File: src/rtl/smem_mem_write_arbiter_if.sv
`default_nettype none
// ============================================================================
// Module      : smem_mem_write_arbiter_if
// Description : Bus bundle between the SMEM pipeline lanes, the MEM-queue
//               write port and the mem-size report port.
//               master : lane / MEM-queue side (drives lane requests,
//                        observes grants, writes and size reports)
//               slave  : arbiter side (consumes lane requests, drives
//                        lane_ready, the write port and the size report)
//               Lane i occupies bits [i*W +: W] of the packed lane vectors.
// Revision    : 1.0 - initial release
// ============================================================================
interface smem_mem_write_arbiter_if #(
    parameter int NUM_LANES      = 4,
    parameter int READ_NUM_WIDTH = 6,
    parameter int DATA_W         = 256
);
    logic [NUM_LANES-1:0]                lane_valid;
    logic [NUM_LANES-1:0]                lane_done;
    logic [NUM_LANES*READ_NUM_WIDTH-1:0] lane_read_num;
    logic [NUM_LANES*DATA_W-1:0]         lane_data;
    logic [NUM_LANES-1:0]                lane_ready;

    logic                                mem_we_1;
    logic [READ_NUM_WIDTH-1:0]           mem_read_num_1;
    logic [6:0]                          mem_addr_1;
    logic [DATA_W-1:0]                   mem_data_1;

    logic                                mem_size_valid;
    logic [6:0]                          mem_size;
    logic [READ_NUM_WIDTH-1:0]           mem_size_read_num;

    modport master (
        output lane_valid, lane_done, lane_read_num, lane_data,
        input  lane_ready,
        input  mem_we_1, mem_read_num_1, mem_addr_1, mem_data_1,
        input  mem_size_valid, mem_size, mem_size_read_num
    );

    modport slave (
        input  lane_valid, lane_done, lane_read_num, lane_data,
        output lane_ready,
        output mem_we_1, mem_read_num_1, mem_addr_1, mem_data_1,
        output mem_size_valid, mem_size, mem_size_read_num
    );
endinterface
`default_nettype wire

File: src/rtl/smem_mem_write_arbiter.sv
`default_nettype none
// ============================================================================
// Module      : smem_mem_write_arbiter
// Description : Round-robin arbiter sharing the single MEM-queue write port
//               and the mem-size report port among NUM_LANES SMEM lanes.
//               Keeps a slot counter per read so lanes never compute MEM
//               queue addresses, reports the final count when a read is
//               closed, and counts closed reads toward batch_size.
// Ports       : clk, reset (sync, active high), stall (blocks grants),
//               batch_size (reads expected), batch_done (sticky),
//               overflow_err (sticky, entry dropped on a full read),
//               bus (slave modport: lane requests, one-hot combinational
//               lane_ready, registered write port and size report).
// Revision    : 1.0 - initial release
// ============================================================================
module smem_mem_write_arbiter #(
    parameter int NUM_LANES      = 4,
    parameter int READ_NUM_WIDTH = 6,
    parameter int MAX_READ       = 64,
    parameter int READ_MAX_MEM   = 40,
    parameter int DATA_W         = 256
) (
    input  wire logic                    clk,
    input  wire logic                    reset,
    input  wire logic                    stall,
    input  wire logic [READ_NUM_WIDTH:0] batch_size,
    output logic                         batch_done,
    output logic                         overflow_err,
    smem_mem_write_arbiter_if.slave      bus
);
    localparam int c_lane_w = (NUM_LANES > 1) ? $clog2(NUM_LANES) : 1;
    localparam logic [6:0] c_max_mem = 7'(READ_MAX_MEM);
    localparam logic [READ_NUM_WIDTH:0] c_done_sat = '1;

    logic [c_lane_w-1:0]       rr_ptr_q, rr_ptr_d;
    logic [6:0]                slot_cnt_q [MAX_READ];
    logic [6:0]                slot_cnt_d [MAX_READ];
    logic [READ_NUM_WIDTH:0]   done_cnt_q, done_cnt_d;
    logic                      batch_done_q, batch_done_d;
    logic                      overflow_q, overflow_d;
    logic                      mem_we_q, mem_we_d;
    logic [READ_NUM_WIDTH-1:0] mem_read_num_q, mem_read_num_d;
    logic [6:0]                mem_addr_q, mem_addr_d;
    logic [DATA_W-1:0]         mem_data_q, mem_data_d;
    logic                      size_valid_q, size_valid_d;
    logic [6:0]                size_q, size_d;
    logic [READ_NUM_WIDTH-1:0] size_rn_q, size_rn_d;

    logic                      w_found;
    logic [c_lane_w-1:0]       w_gnt_idx;
    logic                      w_hs;
    logic                      w_sel_done;
    logic [READ_NUM_WIDTH-1:0] w_sel_rn;
    logic [DATA_W-1:0]         w_sel_data;
    logic [6:0]                w_cnt;

    // First requesting lane at or after rr_ptr, wrapping modulo NUM_LANES.
    always_comb begin
        w_found   = 1'b0;
        w_gnt_idx = '0;
        for (int k = 0; k < NUM_LANES; k++) begin
            if (!w_found &&
                bus.lane_valid[c_lane_w'((int'(rr_ptr_q) + k) % NUM_LANES)]) begin
                w_found   = 1'b1;
                w_gnt_idx = c_lane_w'((int'(rr_ptr_q) + k) % NUM_LANES);
            end
        end
    end

    // A grant is itself the handshake: only a valid lane can be granted.
    assign w_hs           = w_found & ~stall & ~reset;
    assign bus.lane_ready = w_hs ? (NUM_LANES'(1) << w_gnt_idx) : '0;

    assign w_sel_done = bus.lane_done[w_gnt_idx];
    assign w_sel_rn   = bus.lane_read_num[w_gnt_idx*READ_NUM_WIDTH +: READ_NUM_WIDTH];
    assign w_sel_data = bus.lane_data[w_gnt_idx*DATA_W +: DATA_W];
    assign w_cnt      = slot_cnt_q[w_sel_rn];

    always_comb begin
        rr_ptr_d       = rr_ptr_q;
        slot_cnt_d     = slot_cnt_q;
        done_cnt_d     = done_cnt_q;
        overflow_d     = overflow_q;
        mem_we_d       = 1'b0;
        mem_read_num_d = mem_read_num_q;
        mem_addr_d     = mem_addr_q;
        mem_data_d     = mem_data_q;
        size_valid_d   = 1'b0;
        size_d         = size_q;
        size_rn_d      = size_rn_q;
        // Compares the registered count, so the flag rises one cycle after
        // the count reaches batch_size.
        batch_done_d   = batch_done_q |
                         ((done_cnt_q == batch_size) && (batch_size != '0));

        if (w_hs) begin
            rr_ptr_d = (w_gnt_idx == c_lane_w'(NUM_LANES - 1)) ? '0
                                                               : w_gnt_idx + 1'b1;
            if (w_sel_done) begin
                size_valid_d         = 1'b1;
                size_d               = w_cnt;
                size_rn_d            = w_sel_rn;
                slot_cnt_d[w_sel_rn] = '0;
                if (done_cnt_q != c_done_sat) begin
                    done_cnt_d = done_cnt_q + 1'b1;
                end
            end else if (w_cnt < c_max_mem) begin
                mem_we_d             = 1'b1;
                mem_addr_d           = w_cnt;
                mem_read_num_d       = w_sel_rn;
                mem_data_d           = w_sel_data;
                slot_cnt_d[w_sel_rn] = w_cnt + 1'b1;
            end else begin
                // Read already full: drop the entry, keep the count at max.
                overflow_d = 1'b1;
            end
        end
    end

    always_ff @(posedge clk) begin
        if (reset) begin
            rr_ptr_q       <= '0;
            done_cnt_q     <= '0;
            batch_done_q   <= 1'b0;
            overflow_q     <= 1'b0;
            mem_we_q       <= 1'b0;
            mem_read_num_q <= '0;
            mem_addr_q     <= '0;
            mem_data_q     <= '0;
            size_valid_q   <= 1'b0;
            size_q         <= '0;
            size_rn_q      <= '0;
            for (int i = 0; i < MAX_READ; i++) begin
                slot_cnt_q[i] <= '0;
            end
        end else begin
            rr_ptr_q       <= rr_ptr_d;
            done_cnt_q     <= done_cnt_d;
            batch_done_q   <= batch_done_d;
            overflow_q     <= overflow_d;
            mem_we_q       <= mem_we_d;
            mem_read_num_q <= mem_read_num_d;
            mem_addr_q     <= mem_addr_d;
            mem_data_q     <= mem_data_d;
            size_valid_q   <= size_valid_d;
            size_q         <= size_d;
            size_rn_q      <= size_rn_d;
            slot_cnt_q     <= slot_cnt_d;
        end
    end

    assign bus.mem_we_1          = mem_we_q;
    assign bus.mem_read_num_1    = mem_read_num_q;
    assign bus.mem_addr_1        = mem_addr_q;
    assign bus.mem_data_1        = mem_data_q;
    assign bus.mem_size_valid    = size_valid_q;
    assign bus.mem_size          = size_q;
    assign bus.mem_size_read_num = size_rn_q;
    assign batch_done            = batch_done_q;
    assign overflow_err          = overflow_q;
endmodule
`default_nettype wire

File: src/flat_wrapper.sv
// flat-port wrapper written by rule: the top's interface ports become plain ports
module smem_mem_write_arbiter_flat 
#(
    parameter int NUM_LANES      = 4,
    parameter int READ_NUM_WIDTH = 6,
    parameter int MAX_READ       = 64,
    parameter int READ_MAX_MEM   = 40,
    parameter int DATA_W         = 256
)
  (clk, reset, stall, batch_size, batch_done, overflow_err, bus_lane_valid, bus_lane_done, bus_lane_read_num, bus_lane_data, bus_lane_ready, bus_mem_we_1, bus_mem_read_num_1, bus_mem_addr_1, bus_mem_data_1, bus_mem_size_valid, bus_mem_size, bus_mem_size_read_num);
  smem_mem_write_arbiter_if #(.NUM_LANES(NUM_LANES), .READ_NUM_WIDTH(READ_NUM_WIDTH), .DATA_W(DATA_W)) bus_i ();
  input  wire logic clk;
  input  wire logic reset;
  input  wire logic stall;
  input  wire logic [READ_NUM_WIDTH:0] batch_size;
  output logic batch_done;
  output logic overflow_err;
  input wire logic [$bits(bus_i.lane_valid)-1:0] bus_lane_valid;
  input wire logic [$bits(bus_i.lane_done)-1:0] bus_lane_done;
  input wire logic [$bits(bus_i.lane_read_num)-1:0] bus_lane_read_num;
  input wire logic [$bits(bus_i.lane_data)-1:0] bus_lane_data;
  output wire logic [$bits(bus_i.lane_ready)-1:0] bus_lane_ready;
  output wire logic [$bits(bus_i.mem_we_1)-1:0] bus_mem_we_1;
  output wire logic [$bits(bus_i.mem_read_num_1)-1:0] bus_mem_read_num_1;
  output wire logic [$bits(bus_i.mem_addr_1)-1:0] bus_mem_addr_1;
  output wire logic [$bits(bus_i.mem_data_1)-1:0] bus_mem_data_1;
  output wire logic [$bits(bus_i.mem_size_valid)-1:0] bus_mem_size_valid;
  output wire logic [$bits(bus_i.mem_size)-1:0] bus_mem_size;
  output wire logic [$bits(bus_i.mem_size_read_num)-1:0] bus_mem_size_read_num;
  assign bus_i.lane_valid = bus_lane_valid;
  assign bus_i.lane_done = bus_lane_done;
  assign bus_i.lane_read_num = bus_lane_read_num;
  assign bus_i.lane_data = bus_lane_data;
  assign bus_lane_ready = bus_i.lane_ready;
  assign bus_mem_we_1 = bus_i.mem_we_1;
  assign bus_mem_read_num_1 = bus_i.mem_read_num_1;
  assign bus_mem_addr_1 = bus_i.mem_addr_1;
  assign bus_mem_data_1 = bus_i.mem_data_1;
  assign bus_mem_size_valid = bus_i.mem_size_valid;
  assign bus_mem_size = bus_i.mem_size;
  assign bus_mem_size_read_num = bus_i.mem_size_read_num;
  smem_mem_write_arbiter #(.NUM_LANES(NUM_LANES), .READ_NUM_WIDTH(READ_NUM_WIDTH), .MAX_READ(MAX_READ), .READ_MAX_MEM(READ_MAX_MEM), .DATA_W(DATA_W)) u_core (.clk(clk), .reset(reset), .stall(stall), .batch_size(batch_size), .batch_done(batch_done), .overflow_err(overflow_err), .bus(bus_i));
endmodule
File: config.mk
export PLATFORM = sky130hd
export DESIGN_NAME = smem_mem_write_arbiter_flat
export DESIGN_NICKNAME = d
export VERILOG_FILES = /design/src/rtl/smem_mem_write_arbiter_if.sv /design/src/rtl/smem_mem_write_arbiter.sv /design/src/flat_wrapper.sv
export SDC_FILE = /design/constraint.sdc
export NUM_CORES = 2
export LEC_CHECK = 0
export ABC_AREA = 1
export BUFFER_PORTS_ARGS = -buffer_cell sky130_fd_sc_hd__buf_2
export CAP_MARGIN = 20
export CORE_AREA = 2 2 526 528
export DETAILED_ROUTE_END_ITERATION = 6
export DIE_AREA = 0 0 528 530
export GPL_TIMING_DRIVEN = 0
export SYNTH_ARGS = -nofsm -noshare
export SYNTH_HDL_FRONTEND = slang
export SYNTH_SLANG_ARGS = --single-unit
File: constraint.sdc
create_clock -name clk -period 7.7 [get_ports clk]
set_input_delay 1.54 -clock clk [delete_from_list [all_inputs] [get_ports clk]]
set_output_delay 1.54 -clock clk [all_outputs]
set_load 0.1 [all_outputs]
==> impl_results.md <==
* Port Buf Inserts at roughly 1400
* Final Hold Viols at 0
* Setup TNS at 0 ns
* Comb pwr share at about 72%
* Syn_area_per_cell at ~6.4 sq um
* Clk pin slew, worst setup/hold paths at ~0.07 ns
* Cell count after synthesis at about 6300
* CP max-delay cell: nand3_2
* Hold depth at 2
* Clock skew at approximately 0.048 ns
* Startpoint types: input pin
* Crit path arrival time at between 7 and 8 ns
* Relative slew slack at 12.2%
* Total Wirelength at 455000 um
* Worst Hold Endpoint: u_core.slot_cnt_q[111]
* Cell family with most CP delay: simple AND/OR/NAND/NOR gates
* First-pass GRT wire length at 549000 um
* Core box area at around 0.27 sq mm
* Initial antenna violation count at approximately 420
* CTS tree: built
* Most used cell, CP: nand2_1
* Worst slew pin tran at 1.32 ns
* Vias in the first global route at between 40000 and 50000
* Vias at 56249
* Post-synth cell types at 38
* Post-CTS setup buffer count at 0
* IO Count at between 1000 and 1500
* Die X at about 530 um
* Post-CTS Hold Fix Bufs at 0
* Clock share of power at between 10% and 20%
* WL/cell at around 38 um
* Root Buffer: clkbuf_16
* Drt initial violations at 8382
* Setup CP Type: in2reg
* Final net count at between 8000 and 9000
* Multi-input combinational cell area at 0.0216 sq mm
* Clk buf depth at 3
* H-tree depth at 3
* Fin crit share at around 92%
* Worst-Skew Late Latency at about 0.77 ns
* Sequential share of the synthesized area at a little under two fifths
* Layout overhead on the synthesized area at 40.6%
* Leakage at approximately 0.024 uW
* Detail Route Antenna Nets at 0
* Psw at ~24000 uW
* Peak VDD IR at between 0.3 and 0.4 mV
* Total GRT Usage at a little under a third
* Buffers & Inverters on Critical Path at 9
* RSZ-0062 raised after global routing: false
* Reg2reg end: u_core.bus.mem_data_1[181]
* Reg2Reg Setup Slack at 0.99 ns
* Worst hold path class: reg2reg
* Slew Viols, Final at 0
* Internal at roughly 13000 uW
* Post-CTS Resized at 0
* Post-Syn Nets at 7360
* Post-layout min period at 7.11 ns
* Power per cell area at 644 mW/mm^2
* Total chip power at ~36000 uW
* Max Clock Freq at 141 MHz
* Setup-failing EPs final at 0
* Power share of the sequential group at 15.1%
* Rows at 193
* Crit-path max cell delay at roughly 0.52 ns
* Seq cells post-synth at ~740
* R2R depth at 27
* Register area at about 0.015 sq mm
* PnR worst setup slack at ~0.59 ns
* Maxcap violations at 0
* Vias per cell at 4.69
* Critical Path End Type: flop
* Total grt overflow at 0
* RePlAce Congestion at approximately 1.1
* DRC at 0
* Die height at approximately 530 um
* R2R Path Start: u_core.rr_ptr_q[0]
* Hold path start: u_core.slot_cnt_q[111]
* Initial Utilization at approximately 15%
* Post-DP HPWL at 389000 um
* Sw Ratio at 65.3%
* Critical Path Fanout Max at 10
* Dpl ws at roughly 0.042 ns
* # clock sinks at roughly 740
* Layout cells sized above 1 at approximately 23%
* Largest net degree at the start of global routing at 14
* CTS Buf Count at just under 90
* Drt first pass iters at 7
* Mapped cell area at ~0.04 sq mm
* Yosys warning total at 0
* Worst path required time at roughly 8.3 ns
* Status: completed
* Die area at 0.280 sq mm
* Fillers at roughly 32000
[cells in the final DEF, fill, tap and decap left out, types with 4 or more instances in the layout]
| cell type | count |
|---|---|
| nor2_2 | 11 |
| clkinv_2 | 15 |
| a21oi_2 | 54 |
| clkinv_4 | 5 |
| clkbuf_2 | 10 |
| a32o_1 | 256 |
| buf_6 | 24 |
| buf_1 | 14 |
| inv_6 | 4 |
| inv_2 | 8 |
| nor3_1 | 31 |
| buf_2 | 1467 |
| inv_1 | 402 |
| clkbuf_1 | 300 |
| buf_4 | 24 |
| nand2_1 | 2384 |
| clkinvlp_4 | 7 |
| buf_8 | 24 |
| nand2_2 | 16 |
| dfxtp_1 | 743 |
| nand3_1 | 95 |
| diode_2 | 554 |
| o21ai_0 | 445 |
| a21oi_1 | 839 |
| nand3_2 | 7 |
| ha_1 | 6 |
| clkbuf_8 | 18 |
| clkbuf_16 | 89 |
| bufinv_16 | 8 |
| nand4_1 | 6 |
| nor2_1 | 413 |
| nand3b_1 | 8 |
| o21ai_1 | 74 |
[registers in the layout, summed over array words and instances, names as in the netlist]
signal and count:
u_core.batch_done 1, u_core.bus.mem_addr_1 7, u_core.bus.mem_data_1 256, u_core.bus.mem_read_num_1 6, u_core.bus.mem_size 7, u_core.bus.mem_size_read_num 6, u_core.bus.mem_size_valid 1, u_core.bus.mem_we_1 1
u_core.done_cnt_q 7, u_core.overflow_err 1, u_core.rr_ptr_q 2, u_core.slot_cnt_q 448
[kinds of logic (layout without fill, tap and decap cells)]
group,count (synthesis),after routing,synth area share (%)
adders and majority gates,6,6,0.187
AOI/OAI and AO/OA,1676,1676,24.6
other,0,554,0
buffers and inverters,879,2430,9.21
DFF,743,743,37.1
xor gates and xnor gates,3,3,0.0655
and+or+nand+nor,2981,2981,28.8
[stage by stage]
stage / instance area (sq um) / std cells / util, % / hold slack, ns
finish: 56400 / 12000 / 20.5 / 0.437
global route: 55800 / 11768 / 20.3 / 0.451
CTS: 55000 / 11443 / 20.0 / 0.436
detailed placement: 51900 / 11278 / 18.9 / 0.425
global placement: 51400 / 11249 / 18.7 / 0.423
floorplan: 40100 / 6288 / - / 0.416
[cell type report]
cell class	instances	share of cell area, %
inverter	413	2.75
tap	3607	8.00
multi-input combinational	4666	38.2
sequential	743	26.4
buffer	466	3.82
antenna	554	2.46
clock inverter	43	0.983
clock buffer	122	4.49
timing repair buffer	1386	12.9
[power by group through the flow]
stage          Combinational (uW)  Sequential [uW]  Clock [uW]
2_1_floorplan                9910             9230           0
3_3_place_gp                25000             5490           0
3_5_place_dp                25200             5500           0
4_1_cts                     25300             5440        4650
5_1_grt                     26700             5560        4780
6_report                    26200             5470        4620
[per-layer routing]
layer | wire [um] | GRT usage (%)
met1 | 170000 | 35.4
met2 | 183000 | 43.1
met3 | 64000 | 16.5
met4 | 36400 | 22.3
met5 | 1440 | 1.81
[how the worst max path moves through the flow]
| stage | from | to | cells past startpoint |
|---|---|---|---|
| 5_1_grt | bus_lane_valid[0] | bus_lane_ready[0] | 16 |
| 3_3_place_gp | bus_lane_valid[2] | bus_lane_ready[3] | 17 |
| 3_5_place_dp | bus_lane_valid[1] | u_core.bus.mem_data_1[251] | 28 |
| 4_1_cts | bus_lane_valid[1] | bus_lane_ready[0] | 16 |
| 6_report | bus_lane_valid[1] | u_core.bus.mem_data_1[181] | 28 |
| 2_1_floorplan | bus_lane_valid[3] | bus_lane_ready[1] | 15 |
[synthesized netlist by cell type, drive strengths merged]
cell type  count  share of area [%]
or4            1              0.019
ha             6               0.19
nor2         428                4.2
xor2           3              0.066
nor3b          1              0.019
nand3        103                1.4
a32o         256                6.4
or2            2              0.031
o211ai         3              0.056
a31oi          1              0.016
dfxtp        743                 37
a21oi        893                 12
nand2       2401                 23
nand3b         8               0.15
a211oi         3              0.056
inv          410                3.8
nor3          31               0.39
clkinv         3              0.031
o21ai        519                6.5
nand4          6              0.094
clkbuf       295                2.8
buf          171                2.6
o22ai          1              0.016
[worst min-delay path: cells and delay by family (launching register included)]
family | cells | cell delay [ns]
DFF | 1 | 0.30
and+or+nand+nor | 2 | 0.09
No activity file was read; power rests on OpenSTA's default activity.
